===== config.mk =====
export PLATFORM = sky130hd
export DESIGN_NAME = alu_result_decoder
export DESIGN_NICKNAME = d
export VERILOG_FILES = /design/src/rtl/alu_result_decoder.sv
export SDC_FILE = /design/constraint.sdc
export NUM_CORES = 1
export LEC_CHECK = 0
export ABC_AREA = 1
export BUFFER_PORTS_ARGS = -buffer_cell sky130_fd_sc_hd__buf_2
export CORE_MARGIN = 2
export CORE_UTILIZATION = 52
export DETAILED_ROUTE_END_ITERATION = 10
export PLACE_DENSITY = 0.72
export SLEW_MARGIN = 20
export SYNTH_ARGS = -nofsm -noshare
export SYNTH_HDL_FRONTEND = slang
export SYNTH_SLANG_ARGS = --single-unit

===== constraint.sdc =====
create_clock -name clk -period 3.05 [get_ports clk]
set_clock_uncertainty 0.15 [all_clocks]
set_input_delay 0.305 -clock clk [delete_from_list [all_inputs] [get_ports clk]]
set_output_delay 0.305 -clock clk [all_outputs]
set_load 0.02 [all_outputs]

===== src/rtl/alu_result_decoder.sv =====
// alu_result_decoder
//   Decodes packed ALU results (add/sub/mul/div) into write-back entries
//   (low byte, high byte, two-byte strobe, Z/N flags, opcode). Entries are
//   buffered in a DEPTH-entry FIFO with valid/ready on both sides.
//
// Ports
//   clk, rst_n           clock, asynchronous active-low reset
//   in_valid/in_ready    producer handshake; in_ready = (count < DEPTH)
//   op[1:0], result[15:0] opcode and packed result, decoded at push
//   out_valid/out_ready  consumer handshake; out_valid = (count != 0)
//   wb_lo, wb_hi, wb_two write-back bytes and two-byte strobe (head entry)
//   flag_z, flag_n, op_out flags and opcode of head entry
//
// Optional feature (macro ALU_RESULT_DECODER_STATS_EN)
//   cnt_add, cnt_sub, cnt_mul, cnt_div: 16-bit wrapping per-op push counters.
module alu_result_decoder #(
  parameter int DEPTH = 4
) (
  input  logic        clk,
  input  logic        rst_n,
  input  logic        in_valid,
  output logic        in_ready,
  input  logic [1:0]  op,
  input  logic [15:0] result,
  output logic        out_valid,
  input  logic        out_ready,
  output logic [7:0]  wb_lo,
  output logic [7:0]  wb_hi,
  output logic        wb_two,
  output logic        flag_z,
  output logic        flag_n,
  output logic [1:0]  op_out
`ifdef ALU_RESULT_DECODER_STATS_EN
  ,
  output logic [15:0] cnt_add,
  output logic [15:0] cnt_sub,
  output logic [15:0] cnt_mul,
  output logic [15:0] cnt_div
`endif
);

  localparam int AW = $clog2(DEPTH);
  localparam logic [AW:0] CNT_FULL = (AW+1)'(DEPTH);

  typedef struct packed {
    logic [1:0] op;
    logic [7:0] lo;
    logic [7:0] hi;
    logic       two;
    logic       z;
    logic       n;
  } entry_t;

  entry_t          r_mem [DEPTH];
  logic [AW-1:0]   r_wr, r_rd;
  logic [AW:0]     r_count;
  entry_t          w_dec, w_head;
  logic            w_push, w_pop;

  // Flow control depends only on the registered count.
  assign in_ready  = (r_count < CNT_FULL);
  assign out_valid = (r_count != '0);
  assign w_push    = in_valid && in_ready;
  assign w_pop     = out_valid && out_ready;

  // Decode at push so the stored entry is already in write-back form.
  always_comb begin
    w_dec    = '0;
    w_dec.op = op;
    case (op)
      2'b10: begin
        w_dec.lo  = result[7:0];
        w_dec.hi  = result[15:8];
        w_dec.two = 1'b1;
        w_dec.z   = (result == 16'h0000);
        w_dec.n   = result[15];
      end
      2'b11: begin
        // Quotient lives in the upper byte, remainder in the lower.
        w_dec.lo  = result[15:8];
        w_dec.hi  = result[7:0];
        w_dec.two = 1'b1;
        w_dec.z   = (result[15:8] == 8'h00);
        w_dec.n   = result[15];
      end
      default: begin
        // add/sub: only the low byte is meaningful, upper result bits ignored.
        w_dec.lo  = result[7:0];
        w_dec.hi  = {8{result[7]}};
        w_dec.two = 1'b0;
        w_dec.z   = (result[7:0] == 8'h00);
        w_dec.n   = result[7];
      end
    endcase
  end

  // Storage is not reset; the count gates it out of visibility.
  always_ff @(posedge clk) begin
    if (w_push) r_mem[r_wr] <= w_dec;
  end

  always_ff @(posedge clk or negedge rst_n) begin
    if (!rst_n) begin
      r_wr    <= '0;
      r_rd    <= '0;
      r_count <= '0;
    end else begin
      if (w_push) r_wr <= r_wr + AW'(1);
      if (w_pop)  r_rd <= r_rd + AW'(1);
      case ({w_push, w_pop})
        2'b10:   r_count <= r_count + (AW+1)'(1);
        2'b01:   r_count <= r_count - (AW+1)'(1);
        default: r_count <= r_count;
      endcase
    end
  end

  // Head entry, forced to zero when empty so stale storage never leaks.
  assign w_head = out_valid ? r_mem[r_rd] : '0;

  assign wb_lo  = w_head.lo;
  assign wb_hi  = w_head.hi;
  assign wb_two = w_head.two;
  assign flag_z = w_head.z;
  assign flag_n = w_head.n;
  assign op_out = w_head.op;

`ifdef ALU_RESULT_DECODER_STATS_EN
  logic [3:0][15:0] r_cnt;

  always_ff @(posedge clk or negedge rst_n) begin
    if (!rst_n) begin
      r_cnt <= '0;
    end else if (w_push) begin
      r_cnt[op] <= r_cnt[op] + 16'd1;
    end
  end

  assign cnt_add = r_cnt[0];
  assign cnt_sub = r_cnt[1];
  assign cnt_mul = r_cnt[2];
  assign cnt_div = r_cnt[3];
`endif

endmodule


# Yosys cells after proc, flatten, opt, wreduce, memory -nomap -nowiden
# Memory sizes are Yosys's and may differ from the RTL's.
# Cells that the tools add are included.
dict set report classes {
  n_eq_ne 4
  addsub 4
  n_div 0
  mux 5
  bitwise 0
  n_mul 0
  shift 0
  n_reduce_logical 7
  magnitude_cmp 1
}
# op count
set ops {}
lappend ops {{case mux 19 bit (2 select lines)} 1}
lappend ops {{2-to-1 mux 21 bit} 1}
lappend ops {{zero test 16 bit} 1}
lappend ops {{zero test 8 bit} 2}
lappend ops {{equality test 2 bit (second input constant)} 3}
lappend ops {{case mux 3 bit (2 select lines)} 1}
lappend ops {{adder 2 x 1 -> 2 bit (second input constant)} 2}
lappend ops {{adder 3 x 1 -> 3 bit (second input constant)} 1}
lappend ops {{< comparator 3 bit (second input constant)} 1}
lappend ops {{nonzero test 3 bit} 1}
lappend ops {{subtractor 3 x 1 -> 3 bit (second input constant)} 1}
lappend ops {{equality test 2 x 1 -> 1 bit (second input constant)} 1}
lappend ops {{logical AND 1 bit} 2}
lappend ops {{2-to-1 mux 1 bit} 2}
lappend ops {{nonzero test 2 bit} 1}
dict set report totals {
  latch_bits 0
  register_bits 7
  ram_bits 84
  mem_count 1
  mem_bits_ro 0
  output_inout_bits 23
}
# memory words width rd rd_ports_with_merged_regs write_ports line_no
set mem_list {}
lappend mem_list {r_mem 4 21 1 0 1 54} ;# entry_t r_mem [DEPTH];

# Depth between registers and ports, before layout
# Gate-level depths: netlist of run 1.
dict set report depth {
  ltp_word 4
  mapped_depth 11
  depth_no_buf 11
}

# Least setup slack after synthesis of run 1
# Ideal clock, no wire load.
dict set report synth_timing {
  path_kind {register to register}
  start {reg r_count[2]}
  end {mem r_mem[0][0] in the netlist's numbering (enable)}
  arrival_time_ns 1.717
  slack_ns 0.785
  synth_period_minus_slack_ns 2.265
  n_path_buf 0
  path_stages_with_launch 4
  setup_ns 0.399
  path_cell_list {dfrtp_1 -> inv_1 -> nand2_1 -> nor2_1}
}
dict set report synth_between {
  elab_chain_len 4
}
# item line_no
set synth_lines {}
lappend synth_lines {{from (decl)} 56} ;# logic [AW:0] r_count;
lappend synth_lines {{from (signal assigned)} 111} ;# 2'b10: r_count <= r_count + (AW+1)'(1);
lappend synth_lines {{from (signal assigned)} 112} ;# 2'b01: r_count <= r_count - (AW+1)'(1);
lappend synth_lines {{from (signal assigned)} 113} ;# default: r_count <= r_count;
lappend synth_lines {{< comparator 3 bit} 61} ;# assign in_ready = (r_count < CNT_FULL);
lappend synth_lines {{named net in_ready} 22} ;# output logic in_ready,
lappend synth_lines {{logical AND 1 bit} 63} ;# assign w_push = in_valid && in_ready;
lappend synth_lines {{2-to-1 mux 1 bit} 99} ;# if (w_push) r_mem[r_wr] <= w_dec;
lappend synth_lines {{2-to-1 mux 1 bit (not written as such)} 99}
lappend synth_lines {{to (decl)} 54}
# The timed path passes the listed nets, and every way through them passes these cells.

# Worst setup path in the final report of run 1
dict set report layout_timing {
  start {reg r_rd[0]}
  end {out wb_lo[7]}
}
dict set report layout_between {
  elab_chain_len 2
}
# item line_no
set layout_lines {}
lappend layout_lines {{from (decl)} 55} ;# logic [AW-1:0] r_wr, r_rd;
lappend layout_lines {{from (signal assigned)} 109} ;# if (w_pop) r_rd <= r_rd + AW'(1);
lappend layout_lines {{memory read (4 x 21 bit)} -}
lappend layout_lines {{2-to-1 mux 21 bit} 119} ;# assign w_head = out_valid ? r_mem[r_rd] : '0;
lappend layout_lines {{to (decl)} 27} ;# output logic [7:0] wb_lo,
# Every way passes these cells.

==> summary.txt, run 1 <==
Outcome
  • Status: finished clean

Global route
  • Vias in the first global route: about 2.8k
  • Initial antenna violation count: 0
  • First-pass GRT wire length: between 10000 and 15000 microns
  • Pin count of the biggest net entering global routing: 44
  • Total GRT Usage: 0.208
  • Final global-route overflow total: 0

Finish
  • Ant. Diodes: 0
  • Share of cells above drive strength 1: 0.221
  • Nets: roughly 460
  • Area grow syn2layout: 12.3%
  • Final instance area: 4660 sq um

Pwr
  • Clock power share: 0.215
  • Sw Share: 0.394
  • Max VDD drop: approximately 0.00043 V
  • Logic pwr share: 0.418
  • Leakage: between 1.5 and 2 nW
  • Internal Pwr Total: about 2.7 mW
  • Psw: ~1.8 mW
  • Sequential power share: 0.368
  • Power Density: roughly 960 nW/um^2

Place
  • GP Congestion: ~0.90
  • I/O Buffers: 44
  • Final HPWL from detailed placement: approximately 5200 microns
  • Post-DP Area: approximately 4400 sq um

Logic synthesis
  • Mapped Cells: ~380
  • Count leader, synth: nand2_1
  • Register bit total from synthesis: 91
  • Ys flop type: edfxtp_1
  • Post-synthesis cell type count: 27
  • Synth top area cells: edfxtp_1 61%, nand2_1 9.9%, nor2_1 5.4%
  • Synth Area per Inst: 10.8 sq um
  • Biggest area consumer among synthesized cells: edfxtp_1
  • Post-synthesis sequential area ratio: 0.650
  • Post-synth EDFFs: 84
  • Synth Net Count: 412
  • Yosys top cell area share: 0.607
  • Most frequent cells after synthesis: 110 x nand2_1, 84 x edfxtp_1, 60 x nor2_1
  • Synth warnings: 0
  • Post-synthesis cell area: around 4200 sq um
  • Async SR Flop Fraction: 0.0769

Detailed routing
  • Post-DRT Antenna Nets: 0
  • DRC Markers: 0
  • Pre-Repair DR Iteration Count: 5
  • Drt initial violations: ~220
  • Vias/cell: between 5 and 6
  • Via count: 2819
  • WL/cell: 15.4 microns
  • Routed WL: 8260 microns

Worst setup path
  • CP max stage delay: 0.38 ns
  • Type of the worst setup path: flip-flop to output pin
  • CP required: around 2.6 ns
  • CP delay by family, top: buffers and inverters
  • CP Max Fanout: 43
  • CP startpoint kind: flip-flop
  • CP dominant cell by count: nand2_1
  • Register-to-Register Path Depth: 8
  • Worst setup EP type: output pin
  • RR Startpoint: r_count[2]$_DFFE_PN0P_
  • R2R Setup Slk: ~1.1 ns
  • Worst R2R End: r_count[2]$_DFFE_PN0P_
  • Arrival time worst endpoint: 1.85 ns
  • Buffers and inverters on the worst path: 3
  • Slowest CP cell: dfrtp_1
  • CP cell instances: buf_4, inv_8, nand2_1, nand2_1, nand2_1, a21oi_1, buf_2

CTS
  • CTS tree: yes
  • CTS Buf Count: 9
  • Clock root cell: clkbuf_8
  • CTS Buffer Depth: 2
  • Clock Latency Late Sink: between 0.3 and 0.4 ns
  • Setup Fix Bufs, Post-CTS: 0
  • H-tree levels: 3
  • Clk slew on worst S/H paths: approximately 0.090 ns
  • Clock sinks: 91

Die
  • Core area: 7730 sq um
  • I/O pin count: 45
  • Die W: approximately 93 microns
  • Initial cell density of the core: 0.537
  • Die H: slightly above 90 microns
  • Die ar.: 8720 sq um
  • Row count: 32

Job
  • Max Cap Viol: 0

Timing
  • Crit share post-route: 0.755
  • Maximum clock rate: around 430 MHz
  • Final Max Tran Viols: 0
  • Hold WS: 0.0934 ns
  • Final-report setup violation count: 0
  • Setup TNS: 0 ns
  • RSZ-0062 raised after global routing: false
  • Max-slew headroom: 0.497
  • Worst Tran Pin Value: between 0.7 and 0.8 ns
  • Final hold violations: 0
  • Tmin final: approximately 2.3 ns

Worst hold path
  • Hold Startpoint: op[0]
  • Hold depth: 1
  • Hold EP: r_mem[1][19]$_DFFE_PP_
  • HP Class: primary input to flip-flop
==> layout make-up <==
class                   instances  area, sq um
well taps                     102          128
flip-flops and latches         91         2700
clock inverters                 6          114
repair buffers                 52          295
multi-input cells             254         1210
clock buffers                  10          128
inverters                      22         90.1
fillers                       621         3070
==> sequential cells by signal (all words and copies together) (netlist names) <==
| name | cells |
|---|---|
| r_wr | 2 |
| r_mem | 84 |
| r_rd | 2 |
| r_count | 3 |
==> power groups by stage <==
stage	logic (mW)	clock network [mW]	registers [mW]
3_5_place_dp	1.90	0	1.68
6_report	1.87	0.964	1.65
4_1_cts	1.91	0.977	1.65
5_1_grt	2.10	1.02	1.67
2_1_floorplan	1.50	0	1.67
3_3_place_gp	1.84	0	1.67
==> cells in the final DEF (no fill, tap or decap), drive strengths merged <==
master	synthesis	layout
edfxtp	84	84
clkbuf	1	10
clkinv	0	1
bufinv	0	3
nand3b	1	1
clkinvlp	0	2
inv	22	22
o211ai	4	4
dfrtp	7	7
buf	16	51
nand3	5	5
nand2	121	121
o21ai	29	29
fa	1	1
a21oi	22	22
xor2	3	3
xnor2	2	2
dlygate4sd3	0	1
nor2	61	61
ha	5	5
==> worst register-to-register path, stage by stage, from the launching register on <==
cell	delay, ns
dfrtp_1	0.33
inv_1	0.08
nand2_1	0.31
ha_1	0.24
inv_1	0.07
fa_1	0.38
nand2_1	0.08
nand3b_1	0.09
xor2_1	0.15
==> worst max-delay path by stage <==
stage                                start                    end  depth (start not counted)
floorplan           r_count[2]$_DFFE_PN0P_  r_mem[0][0]$_DFFE_PP_                          3
global placement       r_rd[0]$_DFFE_PN0P_               wb_lo[7]                          7
detailed placement  r_count[2]$_DFFE_PN0P_  r_mem[1][2]$_DFFE_PP_                          4
CTS                    r_rd[0]$_DFFE_PN0P_               wb_lo[7]                          7
global route           r_rd[0]$_DFFE_PN0P_              op_out[1]                          7
finish                 r_rd[0]$_DFFE_PN0P_               wb_lo[7]                          7
==> repair_timing <==
item                      CTS  global route
resized for setup           0             0
hold endpoints to repair    7             0
hold buffers                1             0
==> per-layer routing <==
layer | wire [microns] | GRT usage
met5 | 0 | 0
met3 | 483 | 0.0443
met2 | 3960 | 0.334
met4 | 141 | 0.0833
met1 | 3680 | 0.279
==> logic make-up after synthesis <==
| logic type | count (synthesis) | share of synthesized area |
|---|---|---|
| xor+xnor | 5 | 0.0105 |
| buf+inv | 39 | 0.0615 |
| simple gates | 188 | 0.181 |
| flops | 91 | 0.650 |
| fa+ha+maj | 6 | 0.0199 |
| compound gates | 55 | 0.0777 |
==> metrics by stage <==
step                      setup WS, ns  power (mW)   util  instances
after floorplan                  0.785        3.16      -        384
after global placement            1.11        3.51  0.571        520
after detailed placement          1.07        3.58  0.571        520
after CTS                        0.702        4.54  0.603        537
after global routing             0.570        4.79  0.603        537
final                            0.748        4.49  0.603        537
Note: power is estimated with default switching activity, not from simulation.
==> inputs of run 2 (changes only) <==
--- a/config.mk
+++ b/config.mk
@@ -10,7 +10,7 @@
 export CORE_MARGIN = 2
 export CORE_UTILIZATION = 52
 export DETAILED_ROUTE_END_ITERATION = 10
-export PLACE_DENSITY = 0.72
+export PLACE_DENSITY = 0.75
 export SLEW_MARGIN = 20
 export SYNTH_ARGS = -nofsm -noshare
 export SYNTH_HDL_FRONTEND = slang
==> constraint.sdc (replaced) <==
create_clock -name clk -period 1.97 [get_ports clk]
set_clock_uncertainty 0.15 [all_clocks]
set_input_delay 0.197 -clock clk [delete_from_list [all_inputs] [get_ports clk]]
set_output_delay 0.197 -clock clk [all_outputs]
set_load 0.02 [all_outputs]
==> run 2 against run 1 <==
The flow now finishes with violations (negative setup slack); register-to-register slack worse by 0.97 ns; worst hold slack worse by 0.068 ns; design area is 9.4% higher; utilization is 5.7 points higher; critical path depth stayed put; die area stayed put; sequential share of layout area is 4.9 points lower; largest cell class unchanged.
==> summary.txt, run 2 (synthesized netlist as in run 1, its figures left out) <==
Outcome
  • Status: finished, violations left
  • Failing checks: negative setup slack

Finish
  • FF+latch area: about 2700 sq um
  • Max FFs per register: 84
  • Share of cells above drive strength 1: 0.310
  • Post-Route Utilization: 0.660
  • Commonest cells after routing, fill and taps aside: 106 x nand2_1, 84 x edfxtp_1, 44 x nor2_1
  • Largest regs: r_mem (84), r_count (3)
  • Most common cell after layout, fill and taps aside: nand2_1
  • Layout fillers: ~590
  • Final instance area: around 5000 sq um
  • Ant. Diodes: 0
  • Nets: 475
  • Area occupied by multi-input gates: about 1300 sq um
  • Area grow syn2layout: 22.8%
  • Largest Register: r_mem

Global route
  • Vias in the first global route: 2693
  • Total GRT Usage: 0.197
  • First-pass GRT wire length: roughly 13000 microns
  • Final global-route overflow total: 0
  • Initial antenna violation count: 0
  • Pin count of the biggest net entering global routing: between 40 and 50

Timing
  • Tmin final: between 2 and 2.5 ns
  • Fin worst setup slack: -0.0938 ns
  • RSZ-0062 raised after global routing: true
  • Setup TNS: -0.578 ns
  • Final-report setup violation count: 16
  • Final hold violations: 0
  • Worst Tran Pin Value: 0.546 ns
  • Final Max Tran Viols: 0
  • Maximum clock rate: between 400 and 500 MHz
  • Crit share post-route: 1.05
  • Max-slew headroom: 0.632

Pwr
  • Sw Share: 0.402
  • Logic pwr share: 0.509
  • Sequential power share: 0.330
  • Max VDD drop: ~0.0007 V
  • Power Density: 1550 nW/um^2
  • Internal Pwr Total: roughly 4.7 mW
  • Clock power share: 0.161
  • Psw: about 3.2 mW
  • Leakage: between 2 and 2.5 nW

Worst setup path
  • Worst R2R End: r_count[1]$_DFFE_PN0P_
  • CP required: between 1.5 and 2 ns
  • CP startpoint kind: flip-flop
  • RR Startpoint: r_count[0]$_DFFE_PN0P_
  • CP Max Fanout: 7
  • Buffers and inverters on the worst path: 3
  • Arrival time worst endpoint: 1.72 ns
  • Worst setup EP type: output pin
  • CP delay by family, top: flip-flops
  • CP max stage delay: about 0.53 ns
  • Type of the worst setup path: flip-flop to output pin
  • CP Launch Point: r_rd[0]$_DFFE_PN0P_
  • CP cell instances: buf_12, buf_8, nor2_1, nor2_1, o21ai_1, a21oi_2, buf_6
  • Critical path depth: 7
  • Register-to-Register Path Depth: 8
  • CP Capture Point: wb_hi[0]
  • CP dominant cell by count: nor2_1
  • R2R Setup Slk: ~0.1 ns
  • Slowest CP cell: dfrtp_4

CTS
  • Clk slew on worst S/H paths: 0.10 ns
  • CTS tree: yes
  • H-tree levels: 3
  • Clock sinks: between 90 and 100
  • Clock Latency Late Sink: roughly 0.36 ns
  • CTS Buffer Depth: 2
  • CTS Buf Count: 9
  • Clock root cell: clkbuf_8

Place
  • Final HPWL from detailed placement: about 5100 microns
  • Place WS: 0.0190 ns
  • I/O Buffers: 44
  • Post-DP Area: ~4500 sq um
  • GP Congestion: ~0.84

Die
  • Die W: approximately 93 microns
  • Die ar.: 8720 sq um
  • I/O pin count: 45
  • Die H: 93.4 microns
  • Core area: 7730 sq um
  • Initial cell density of the core: 0.537
  • Row count: 32

Detailed routing
  • Routed WL: about 9100 microns
  • Pre-Repair DR Iteration Count: 5
  • Via count: about 2.9k
  • Drt initial violations: approximately 250
  • Vias/cell: 5.26
  • Post-DRT Antenna Nets: 0
  • DRC Markers: 0
  • WL/cell: ~16 microns

Job
  • Max Cap Viol: 0

Worst hold path
  • HP Class: primary input to flip-flop
run 2: cell types whose count changed in the layout (fill, tap and decap cells not counted), moves of 5 or more:
cell,previous run,this run
nor2_1,56,44
buf_12,1,6
buf_6,0,6
a21oi_2,10,17
buf_4,6,24
a21oi_1,12,5
buf_2,44,23
nor2_4,0,8
run 2: what timing repair did:
item,in CTS,in global routing
endpoints found under the hold margin,11,2
resized for setup,11,71
setup buffers,0,5
hold buffers,2,1
gates cloned,0,5
pin swaps,0,25
setup endpoints to repair,22,23
run 2: how the worst min path moves through the flow:
stage	start	end	slack [ns]	cells past startpoint
floorplan	rst_n	r_count[0]$_DFFE_PN0P_	-0.25	0
global placement	rst_n	r_count[1]$_DFFE_PN0P_	-0.11	1
detailed placement	rst_n	r_count[2]$_DFFE_PN0P_	-0.11	1
CTS	op[1]	r_mem[0][2]$_DFFE_PP_	0.02	1
global route	rst_n	r_wr[0]$_DFFE_PN0P_	0.04	2
finish	op[1]	r_mem[1][2]$_DFFE_PP_	0.03	1
run 2: per-layer routing:
metal | GRT usage | share of wire
met1 | 0.256 | 0.42
met2 | 0.332 | 0.50
met3 | 0.0314 | 0.064
met4 | 0.0797 | 0.011
met5 | 0 | 0
run 2: cell type report:
cell class	count	area share
Tap cell	102	0.0250
Multi-Input combinational cell	254	0.261
Timing Repair inverter	2	0.00540
Sequential cell	91	0.530
Timing Repair Buffer	67	0.121
Clock inverter	7	0.0150
Inverter	22	0.0186
Clock buffer	9	0.0243
run 2: stage by stage:
stage	power, mW	hold slack [ns]	std cells
after floorplan	4.90	-0.249	384
after global placement	5.57	-0.112	525
after detailed placement	5.65	-0.106	525
after CTS	6.99	0.0204	543
after global routing	8.32	0.0367	554
final	7.89	0.0254	554
run 2: power groups by stage:
| stage | clock (mW) | sequential (mW) | combinational, mW |
|---|---|---|---|
| 6_report | 1.27 | 2.60 | 4.01 |
| 5_1_grt | 1.36 | 2.63 | 4.33 |
| 4_1_cts | 1.27 | 2.59 | 3.13 |
| 3_5_place_dp | 0 | 2.62 | 3.03 |
| 3_3_place_gp | 0 | 2.61 | 2.96 |
| 2_1_floorplan | 0 | 2.58 | 2.32 |
